**config.mk**
```make
export PLATFORM = sky130hd
export DESIGN_NAME = level_sequencer_flat
export DESIGN_NICKNAME = d
export VERILOG_FILES = /design/src/rtl/level_seq_pkg.sv /design/src/rtl/level_sequencer_if.sv /design/src/rtl/level_sequencer_timer.sv /design/src/rtl/level_sequencer.sv /design/src/flat_wrapper.sv
export SDC_FILE = /design/constraint.sdc
export NUM_CORES = 1
export LEC_CHECK = 0
export ABC_AREA = 0
export ABC_CLOCK_PERIOD_IN_PS = 5000
export CAP_MARGIN = 20
export CORE_ASPECT_RATIO = 0.75
export CORE_MARGIN = 5
export CORE_UTILIZATION = 28
export DETAILED_ROUTE_END_ITERATION = 10
export PLACE_DENSITY = 0.53
export SLEW_MARGIN = 10
export SYNTH_ARGS = -nofsm -noshare
export SYNTH_HDL_FRONTEND = slang
export SYNTH_HIERARCHICAL = 1
export SYNTH_SLANG_ARGS = --single-unit
```
**constraint.sdc**
```tcl
create_clock -name Clk1hz -period 5 [get_ports Clk1hz]
set_clock_uncertainty 0.2 [all_clocks]
set_input_delay 0.75 -clock Clk1hz [delete_from_list [all_inputs] [get_ports Clk1hz]]
set_output_delay 0.75 -clock Clk1hz [all_outputs]
set_load 0.02 [all_outputs]
```
**src/rtl/level_seq_pkg.sv**
```systemverilog
// Shared types, default game constants and the level-dependent pass tolerance
// for the level sequencer.
package level_seq_pkg;

  typedef enum logic [2:0] {
    IDLE,
    PRELIM,
    SHOW,
    ANSWER,
    POST,
    OVER
  } state_e;

  localparam int NUM_LEVELS_DEF  = 16;
  localparam int LEVEL_W_DEF     = 5;
  localparam int DIFF_W_DEF      = 7;
  localparam int PRELIM_SECS_DEF = 3;
  localparam int SHOW_SECS_DEF   = 20;
  localparam int ANSWER_SECS_DEF = 3;
  localparam int POST_SECS_DEF   = 5;
  localparam int TOL_BASE_DEF    = 3;
  localparam int TOL_MIN_DEF     = 1;
  localparam int TOL_STEP_DEF    = 4;
  localparam int LIVES_DEF       = 3;

  // Tolerance shrinks by one every `step` levels and never drops below `floor_v`.
  function automatic int tol_f(input int lvl, input int base, input int floor_v, input int step);
    int reduced;
    reduced = base - (lvl / step);
    return (reduced < floor_v) ? floor_v : reduced;
  endfunction

endpackage

```
**src/rtl/level_sequencer_if.sv**
```systemverilog
// Game-control bundle between the sequencer (slave) and the game logic (master).
interface level_sequencer_if #(
  parameter int LEVEL_W = 5,
  parameter int DIFF_W  = 7
);
  logic               start;
  logic [DIFF_W-1:0]  symCountDiff;
  logic [LEVEL_W-1:0] level;
  logic               levelChng;
  logic               prelimPeriod;
  logic               showPeriod;
  logic               answerPeriod;
  logic               postPeriod;
  logic [2:0]         countDownTime;
  logic [2:0]         livesLeft;
  logic               loss;
  logic               win;

  modport master (
    output start, symCountDiff,
    input  level, levelChng, prelimPeriod, showPeriod, answerPeriod, postPeriod,
    input  countDownTime, livesLeft, loss, win
  );

  modport slave (
    input  start, symCountDiff,
    output level, levelChng, prelimPeriod, showPeriod, answerPeriod, postPeriod,
    output countDownTime, livesLeft, loss, win
  );
endinterface

```
**src/rtl/level_sequencer_timer.sv**
```systemverilog
// Loadable down-counter that stops at zero; done_o flags the last tick of a phase.
module phase_timer #(
  parameter int W = 5
) (
  input  logic         Clk1hz,
  input  logic         reset,
  input  logic         load_i,
  input  logic [W-1:0] load_val_i,
  input  logic         en_i,
  output logic [W-1:0] count_o,
  output logic         done_o
);

  logic [W-1:0] count_q;

  always_ff @(posedge Clk1hz or posedge reset) begin
    if (reset) begin
      count_q <= '0;
    end else if (load_i) begin
      count_q <= load_val_i;
    end else if (en_i && (count_q != '0)) begin
      count_q <= count_q - W'(1);
    end
  end

  assign count_o = count_q;
  assign done_o  = (count_q == '0);

endmodule

```
**src/rtl/level_sequencer.sv**
```systemverilog
// Game phase sequencer: countdown, show, answer and post phases per level, with
// judgement of the player's count error at the end of each level.
module level_sequencer
  import level_seq_pkg::*;
#(
  parameter int NUM_LEVELS  = NUM_LEVELS_DEF,
  parameter int LEVEL_W     = LEVEL_W_DEF,
  parameter int DIFF_W      = DIFF_W_DEF,
  parameter int PRELIM_SECS = PRELIM_SECS_DEF,
  parameter int SHOW_SECS   = SHOW_SECS_DEF,
  parameter int ANSWER_SECS = ANSWER_SECS_DEF,
  parameter int POST_SECS   = POST_SECS_DEF,
  parameter int TOL_BASE    = TOL_BASE_DEF,
  parameter int TOL_MIN     = TOL_MIN_DEF,
  parameter int TOL_STEP    = TOL_STEP_DEF,
  parameter int LIVES       = LIVES_DEF
) (
  input logic                Clk1hz,
  input logic                reset,
  level_sequencer_if.slave   bus
);

  localparam int MAX_AB   = (PRELIM_SECS > SHOW_SECS) ? PRELIM_SECS : SHOW_SECS;
  localparam int MAX_CD   = (ANSWER_SECS > POST_SECS) ? ANSWER_SECS : POST_SECS;
  localparam int MAX_SECS = (MAX_AB > MAX_CD) ? MAX_AB : MAX_CD;
  localparam int TW       = $clog2(MAX_SECS + 1);

  state_e             state_q, state_d;
  logic [LEVEL_W-1:0] level_q, level_d;
  logic [2:0]         lives_q, lives_d;
  logic               loss_q, loss_d;
  logic               win_q, win_d;
  logic               chng_q, chng_d;
  logic               prelim_q, show_q, answer_q, post_q;

  logic               tmr_load;
  logic [TW-1:0]      tmr_val;
  logic               tmr_en;
  logic [TW-1:0]      tmr_count;
  logic               tmr_done;
  logic               pass;

  phase_timer #(.W(TW)) u_timer (
    .Clk1hz     (Clk1hz),
    .reset      (reset),
    .load_i     (tmr_load),
    .load_val_i (tmr_val),
    .en_i       (tmr_en),
    .count_o    (tmr_count),
    .done_o     (tmr_done)
  );

  assign pass = int'(bus.symCountDiff) <
                tol_f(int'(level_q), TOL_BASE, TOL_MIN, TOL_STEP);

  always_comb begin
    state_d  = state_q;
    level_d  = level_q;
    lives_d  = lives_q;
    loss_d   = loss_q;
    win_d    = win_q;
    chng_d   = 1'b0;
    tmr_load = 1'b0;
    tmr_val  = '0;
    tmr_en   = 1'b0;

    case (state_q)
      IDLE, OVER: begin
        if (bus.start) begin
          state_d  = PRELIM;
          level_d  = '0;
          lives_d  = 3'(LIVES);
          loss_d   = 1'b0;
          win_d    = 1'b0;
          tmr_load = 1'b1;
          tmr_val  = TW'(PRELIM_SECS - 1);
        end
      end
      PRELIM: begin
        tmr_en = 1'b1;
        if (tmr_done) begin
          state_d  = SHOW;
          tmr_load = 1'b1;
          tmr_val  = TW'(SHOW_SECS - 1);
        end
      end
      SHOW: begin
        tmr_en = 1'b1;
        if (tmr_done) begin
          state_d  = ANSWER;
          tmr_load = 1'b1;
          tmr_val  = TW'(ANSWER_SECS - 1);
        end
      end
      ANSWER: begin
        tmr_en = 1'b1;
        if (tmr_done) begin
          state_d  = POST;
          tmr_load = 1'b1;
          tmr_val  = TW'(POST_SECS - 1);
        end
      end
      POST: begin
        tmr_en = 1'b1;
        // Final POST tick: the only moment the player's error is looked at.
        if (tmr_done) begin
          if (pass && (level_q == LEVEL_W'(NUM_LEVELS - 1))) begin
            state_d = OVER;
            win_d   = 1'b1;
          end else if (pass) begin
            state_d  = PRELIM;
            level_d  = level_q + LEVEL_W'(1);
            chng_d   = 1'b1;
            tmr_load = 1'b1;
            tmr_val  = TW'(PRELIM_SECS - 1);
          end else if (lives_q > 3'd1) begin
            state_d  = PRELIM;
            lives_d  = lives_q - 3'd1;
            tmr_load = 1'b1;
            tmr_val  = TW'(PRELIM_SECS - 1);
          end else begin
            state_d = OVER;
            lives_d = 3'd0;
            loss_d  = 1'b1;
          end
        end
      end
      default: state_d = IDLE;
    endcase
  end

  // Period flags are registered from the next state so they stay one-hot with state_q.
  always_ff @(posedge Clk1hz or posedge reset) begin
    if (reset) begin
      state_q  <= IDLE;
      level_q  <= '0;
      lives_q  <= 3'(LIVES);
      loss_q   <= 1'b0;
      win_q    <= 1'b0;
      chng_q   <= 1'b0;
      prelim_q <= 1'b0;
      show_q   <= 1'b0;
      answer_q <= 1'b0;
      post_q   <= 1'b0;
    end else begin
      state_q  <= state_d;
      level_q  <= level_d;
      lives_q  <= lives_d;
      loss_q   <= loss_d;
      win_q    <= win_d;
      chng_q   <= chng_d;
      prelim_q <= (state_d == PRELIM);
      show_q   <= (state_d == SHOW);
      answer_q <= (state_d == ANSWER);
      post_q   <= (state_d == POST);
    end
  end

  assign bus.level         = level_q;
  assign bus.levelChng     = chng_q;
  assign bus.prelimPeriod  = prelim_q;
  assign bus.showPeriod    = show_q;
  assign bus.answerPeriod  = answer_q;
  assign bus.postPeriod    = post_q;
  assign bus.countDownTime = (state_q == PRELIM) ? (3'(tmr_count) + 3'd1) : 3'd0;
  assign bus.livesLeft     = lives_q;
  assign bus.loss          = loss_q;
  assign bus.win           = win_q;

endmodule

```
**src/flat_wrapper.sv**
```systemverilog
// flat-port wrapper written by rule: the top's interface ports become plain ports
module level_sequencer_flat import level_seq_pkg::*;
#(
  parameter int NUM_LEVELS  = NUM_LEVELS_DEF,
  parameter int LEVEL_W     = LEVEL_W_DEF,
  parameter int DIFF_W      = DIFF_W_DEF,
  parameter int PRELIM_SECS = PRELIM_SECS_DEF,
  parameter int SHOW_SECS   = SHOW_SECS_DEF,
  parameter int ANSWER_SECS = ANSWER_SECS_DEF,
  parameter int POST_SECS   = POST_SECS_DEF,
  parameter int TOL_BASE    = TOL_BASE_DEF,
  parameter int TOL_MIN     = TOL_MIN_DEF,
  parameter int TOL_STEP    = TOL_STEP_DEF,
  parameter int LIVES       = LIVES_DEF
)
  (Clk1hz, reset, bus_start, bus_symCountDiff, bus_level, bus_levelChng, bus_prelimPeriod, bus_showPeriod, bus_answerPeriod, bus_postPeriod, bus_countDownTime, bus_livesLeft, bus_loss, bus_win);
  level_sequencer_if #(.LEVEL_W(LEVEL_W), .DIFF_W(DIFF_W)) bus_i ();
  input logic Clk1hz;
  input logic reset;
  input wire logic [$bits(bus_i.start)-1:0] bus_start;
  input wire logic [$bits(bus_i.symCountDiff)-1:0] bus_symCountDiff;
  output wire logic [$bits(bus_i.level)-1:0] bus_level;
  output wire logic [$bits(bus_i.levelChng)-1:0] bus_levelChng;
  output wire logic [$bits(bus_i.prelimPeriod)-1:0] bus_prelimPeriod;
  output wire logic [$bits(bus_i.showPeriod)-1:0] bus_showPeriod;
  output wire logic [$bits(bus_i.answerPeriod)-1:0] bus_answerPeriod;
  output wire logic [$bits(bus_i.postPeriod)-1:0] bus_postPeriod;
  output wire logic [$bits(bus_i.countDownTime)-1:0] bus_countDownTime;
  output wire logic [$bits(bus_i.livesLeft)-1:0] bus_livesLeft;
  output wire logic [$bits(bus_i.loss)-1:0] bus_loss;
  output wire logic [$bits(bus_i.win)-1:0] bus_win;
  assign bus_i.start = bus_start;
  assign bus_i.symCountDiff = bus_symCountDiff;
  assign bus_level = bus_i.level;
  assign bus_levelChng = bus_i.levelChng;
  assign bus_prelimPeriod = bus_i.prelimPeriod;
  assign bus_showPeriod = bus_i.showPeriod;
  assign bus_answerPeriod = bus_i.answerPeriod;
  assign bus_postPeriod = bus_i.postPeriod;
  assign bus_countDownTime = bus_i.countDownTime;
  assign bus_livesLeft = bus_i.livesLeft;
  assign bus_loss = bus_i.loss;
  assign bus_win = bus_i.win;
  level_sequencer #(.NUM_LEVELS(NUM_LEVELS), .LEVEL_W(LEVEL_W), .DIFF_W(DIFF_W), .PRELIM_SECS(PRELIM_SECS), .SHOW_SECS(SHOW_SECS), .ANSWER_SECS(ANSWER_SECS), .POST_SECS(POST_SECS), .TOL_BASE(TOL_BASE), .TOL_MIN(TOL_MIN), .TOL_STEP(TOL_STEP), .LIVES(LIVES)) u_core (.Clk1hz(Clk1hz), .reset(reset), .bus(bus_i));
endmodule
```
Yosys cells after proc, flatten, opt, wreduce, memory -nomap -nowiden
Cells that the tools add are included.
- bits in registers: 23
- input bits: 10
- output and inout port bits: 18
- logic and storage cells: 104
- add/subtract/negate cells: 5
- order comparisons: 3
- eq/ne operators: 17
- mux-type cells: 54
- reductions and logical operators: 14
- operators by type and width (cell ; number):
    $mux 5 ; 10
    $mux 3 ; 15
    $lt 32x2->1 const B ; 1
    $lt 8x32->1 ; 1
    $mux 32 ; 1
    $pmux 5 s5 ; 1
    $mux 1 ; 18
    $pmux 3 s5 ; 1
    $eq 3x2->1 const B ; 4
    $pmux 5 s2 ; 1
    $reduce_and 5->1 ; 2
    $eq 3x3->1 const B ; 3
    $ne 2x2->1 const B ; 4
    $eq 3x1->1 const B ; 2
    $mux 2 ; 3
    $ne 2x1->1 const B ; 3
    $pmux 3 s2 ; 1
    $reduce_and 6->1 ; 1
    $add 5x1->5 const B ; 1
    $eq 5x4->1 const B ; 1
    $logic_not 5->1 ; 1
    $reduce_bool 5->1 ; 1
    $sub 5x1->5 const B ; 1
    $pmux 1 s2 ; 2
    other kinds (12) ; 14

Depth between registers and ports, before layout
- depth after elaboration: 9
- gate-level depth with buffers: 11
- mapped depth without buffers: 10

By module
The synthesis kept the hierarchy.
- by module, submodules not included (module ; instances ; cells an instance ; area each (um^2) ; sequential area each (um^2)):
    level_sequencer ; 1 ; 141 ; 1266.2 ; 452.9
    phase_timer ; 1 ; 33 ; 302.8 ; 125.1

Least setup slack after synthesis
No wires, ideal clock.
- path type: input port to flip-flop
- start point: input port bus_symCountDiff[5]
- end point: register u_core.u_timer.count_q[0], in the netlist u_core/u_timer/count_o[0]
- setup time: 0.124 ns
- data arrival time: 2.606 ns
- required time: 4.676 ns
- setup slack: 2.070 ns
- stages: 9
- path buffers: 2
- cell sequence: ha_1 -> a211oi_1 -> o21ai_1 -> or2_1 -> buf_2 -> mux2i_1 -> a211o_1 -> clkbuf_1 -> o31a_1
- cells in the longest elaborated chain, start to end: 6
- elaborated cells on any way between the ends: 12
- those cells by class: order compare: 1; mux: 9; reduce/logical: 2
- RTL lines (element ; RTL line ; RTL):
    start, declared ; flat_wrapper.sv:21 ; input wire logic [$bits(bus_i.symCountDiff)-1:0] bus_symCountDiff;
    $lt 8x32->1 (*) ; level_sequencer.sv:53 ; assign pass = int'(bus.symCountDiff) <
    $mux 1 or $logic_and 1x1->1 (tied branches) ; level_sequencer.sv:110, level_sequencer.sv:107 ;
    $mux 1 (*) ; level_sequencer.sv:107 ; if (pass && (level_q == LEVEL_W'(NUM_LEVELS - 1))) begin
    $mux 1 (*) ; level_sequencer.sv:106 ; if (tmr_done) begin
    $pmux 1 s3 (*) ; level_sequencer.sv:67 ; case (state_q)
    named net u_core.tmr_load ; level_sequencer.sv:36 ; logic tmr_load;
    $mux 5 or $reduce_bool 2->1 (tied branches) ; -- ;
    end signal, assigned ; level_sequencer_timer.sv:20 ; count_q <= load_val_i;
    end signal, assigned ; level_sequencer_timer.sv:22 ; count_q <= count_q - W'(1);
    end, declared ; level_sequencer_timer.sv:14 ; logic [W-1:0] count_q;
Mark *: on every way through the listed nets, which the timed path passes. The rest lies on a longest branch.
A chain may end at the register's enable or synchronous reset.

Worst setup path in the final report
Same ends and word-level chain as after synthesis.

==> out/metrics.cfg <==
[placement]
dp_hpwl_mm = 2.60
gp_congestion = 0.817
io_buffers = 27
dp_cells = 271

[routing]
via_count = 1286
drt_wl_total_mm = 3.49
drcViolationCount = 0
drt_iter0_drc = 57
antenna_left = 0
routedWlPerCell_um = 12.7
firstDrtPassIters = 4
via_per_inst = 4.68

[sta]
slew_violations = 0
tightest_slew_ps = 732
finalSetupViolCount = 0
setup_tns_ps = 0
fmax_mhz = 314
relSlewSlack_pct = 51.2
hold_viol_final = 0
final.min_clock_period_ps = 3190
grt_setup_unrepaired = no
fin_crit_sh_pct = 63.8

[die]
start_util_pct = 29.2
core-area_um2 = 5380
rows = 23
die_w_um = 96.4
io_pins = 28
die_h_um = 74.8
fp.dieArea_um2 = 7220

[critical_path]
cp_max_fo = 10
critPathKind = input pin to flip-flop
required_ps = 4960
cp-end-kind = flip-flop
setup.worst_path.start = bus_symCountDiff[5]
r2r-start = u_core/u_timer/count_o[0]
critPathLaunchType = input pin
crit_arrival_ps = 3150

[job]
drv_cap = 0

[cts]
cts_max_level = 1
cts_num_sinks = 23
cts_root_buffer = clkbuf_8
cts.path.max_buffers = 2
cts_hold_buf = 0
clk_latency_ps = 260
cts_tree = yes
cts_made_buffers = 3
cts-resized-gates = 0
post_cts_buffers = 0
path_clk_slew_ps = 80

[power_and_ir_drop]
max-vdd-ir-drop_mv = 0.193
power_density_nw_per_um2 = 438
p_leak_nw = 0.838

[global_route]
grt_overflow = 0
antenna_found_initial = 0
track_usage_pct = 10.8
grt_pass1_wl_mm = 6.12
grt_pass1_vias = 1247
grt_max_degree = 22

[layout]
final_util_pct = 36.2
fin_cells = 275
finalNetCount = 222
area_growth_pct = 24.2
n_antenna_cell = 0
drive_above_1_share_pct = 7.00
layout_commonest_cell = clkdlybuf4s50_1
final_cell_mix = clkdlybuf4s50_1 (27), dfrtp_1 (21), nor2_1 (16), nand2_1 (12), inv_1 (12)

[yosys]
synthAdderAreaFrac_pct = 8.77
synth-seq-cells = 23
netlist_instances = 174
synth-edff-count = 0
ys_seq_area_share_pct = 36.8
synth_area_um2 = 1570
synth_mux_area_share_pct = 2.07
avgSynthCellArea_um2 = 9.02
synth_flop_cell = dfrtp_1
synth_top_family_by_area = simple AND/OR/NAND/NOR gates
yosys.cell_types.count = 52
synthSimpleGateAreaFrac_pct = 24.2
synth_xor_area_share_pct = 2.23
async_flop_share_pct = 100
yosysWarnings = 6
synth_compound_area_share_pct = 19.9

[status]
status = complete, no violations

[min_path]
min_path_type = flip-flop to flip-flop
min_from = u_core/bus.win

[synthesized netlist by cell type (2+ instances only)]
cell type   n  share of area, %
conb_1      2              0.48
ha_1       11               8.8
o21bai_1    2              0.96
a21oi_1    11               3.5
xnor2_1     3               1.7
or3_1       3               1.2
o21ai_0     3              0.96
a211oi_1    2              0.96
or2_1       3               1.2
nand4_1     3               1.2
inv_1      12               2.9
nand2b_1    6               2.4
dfrtp_1    21                33
nor3_1      5               1.6
buf_2       3              0.96
nor2b_1     5               2.0
a21oi_2     2               1.1
a22o_1      3               1.7
nand3_1     3              0.96
dfstp_2     2               3.3
o21ai_1     4               1.3
o32a_1      2               1.3
nor2_1     16               3.8
a221oi_1    2               1.1
and3_1      4               1.6
nand2_1    12               2.9
clkbuf_1    3              0.72
o21a_1      2              0.96
[routing by layer]
metal	vias to the layer above	global-route usage, %	wire (µm)
li1	666	-	-
met1	595	17.0	1930
met2	23	14.5	1390
met3	2	3.30	157
met4	0	1.40	14
met5	-	0	0
[stage by stage]
step	area [µm²]	worst slack, ps	hold slack, ps	power [mW]
global placement	1900	1590	300	0.740
detailed placement	1900	1550	306	0.738
CTS	1950	1820	326	0.863
finish	1950	1810	310	0.853
floorplan	1580	2070	314	0.623
global route	1950	1670	360	0.934
[registers in the layout, indices dropped and copies added (netlist names)]
register,count
u_core/bus.livesLeft,3
u_core/bus.levelChng,1
u_core/bus.loss,1
u_core/bus.showPeriod,1
u_core/bus.postPeriod,1
u_core/bus.level,5
u_core/u_timer/count_o,5
u_core/state_q,3
u_core/bus.prelimPeriod,1
u_core/bus.win,1
u_core/bus.answerPeriod,1
[cells by family after synthesis]
logic type / after synthesis
AO/OA/AOI/OAI: 42
multiplexers: 3
buffers and inverters: 20
AND/OR/NAND/NOR: 69
flip-flops: 23
XOR/XNOR: 4
other: 2
adder cells (fa/ha/maj): 11
[worst paths after layout]
path / slack [ps] / end / cells past startpoint
max: 1810 / u_core/u_timer/count_o[0] / 8
min: 310 / u_core/bus.win / 2
max reg2reg: 1860 / u_core/bus.livesLeft[1] / 9
min reg2reg: 310 / u_core/bus.win / 2
max in group asynchronous: 3400 / u_core/bus.answerPeriod / 2
min in group asynchronous: 510 / u_core/u_timer/count_o[4] / 2
[critical path, stage by stage]
cell             delay [ps]
clkdlybuf4s50_1         460
ha_1                    250
a211oi_1                210
o21ai_1                 200
or2_1                   330
mux2i_1                 160
a211o_1                 450
o31a_1                  330
[where the power goes]
group | internal [mW] | total [mW] | switching (mW)
logic | 0.200 | 0.415 | 0.215
clock network | 0.0568 | 0.116 | 0.0596
registers | 0.245 | 0.321 | 0.0765
[area by class of cell]
cell class / instances / area [µm²]
timing repair buffer: 27 / 270
inverter: 12 / 45.0
clock buffer: 4 / 45.0
tap: 75 / 93.8
sequential: 23 / 578
multi-input combinational: 134 / 916
fill: 567 / 3430
(Power assumes the default switching activity.)
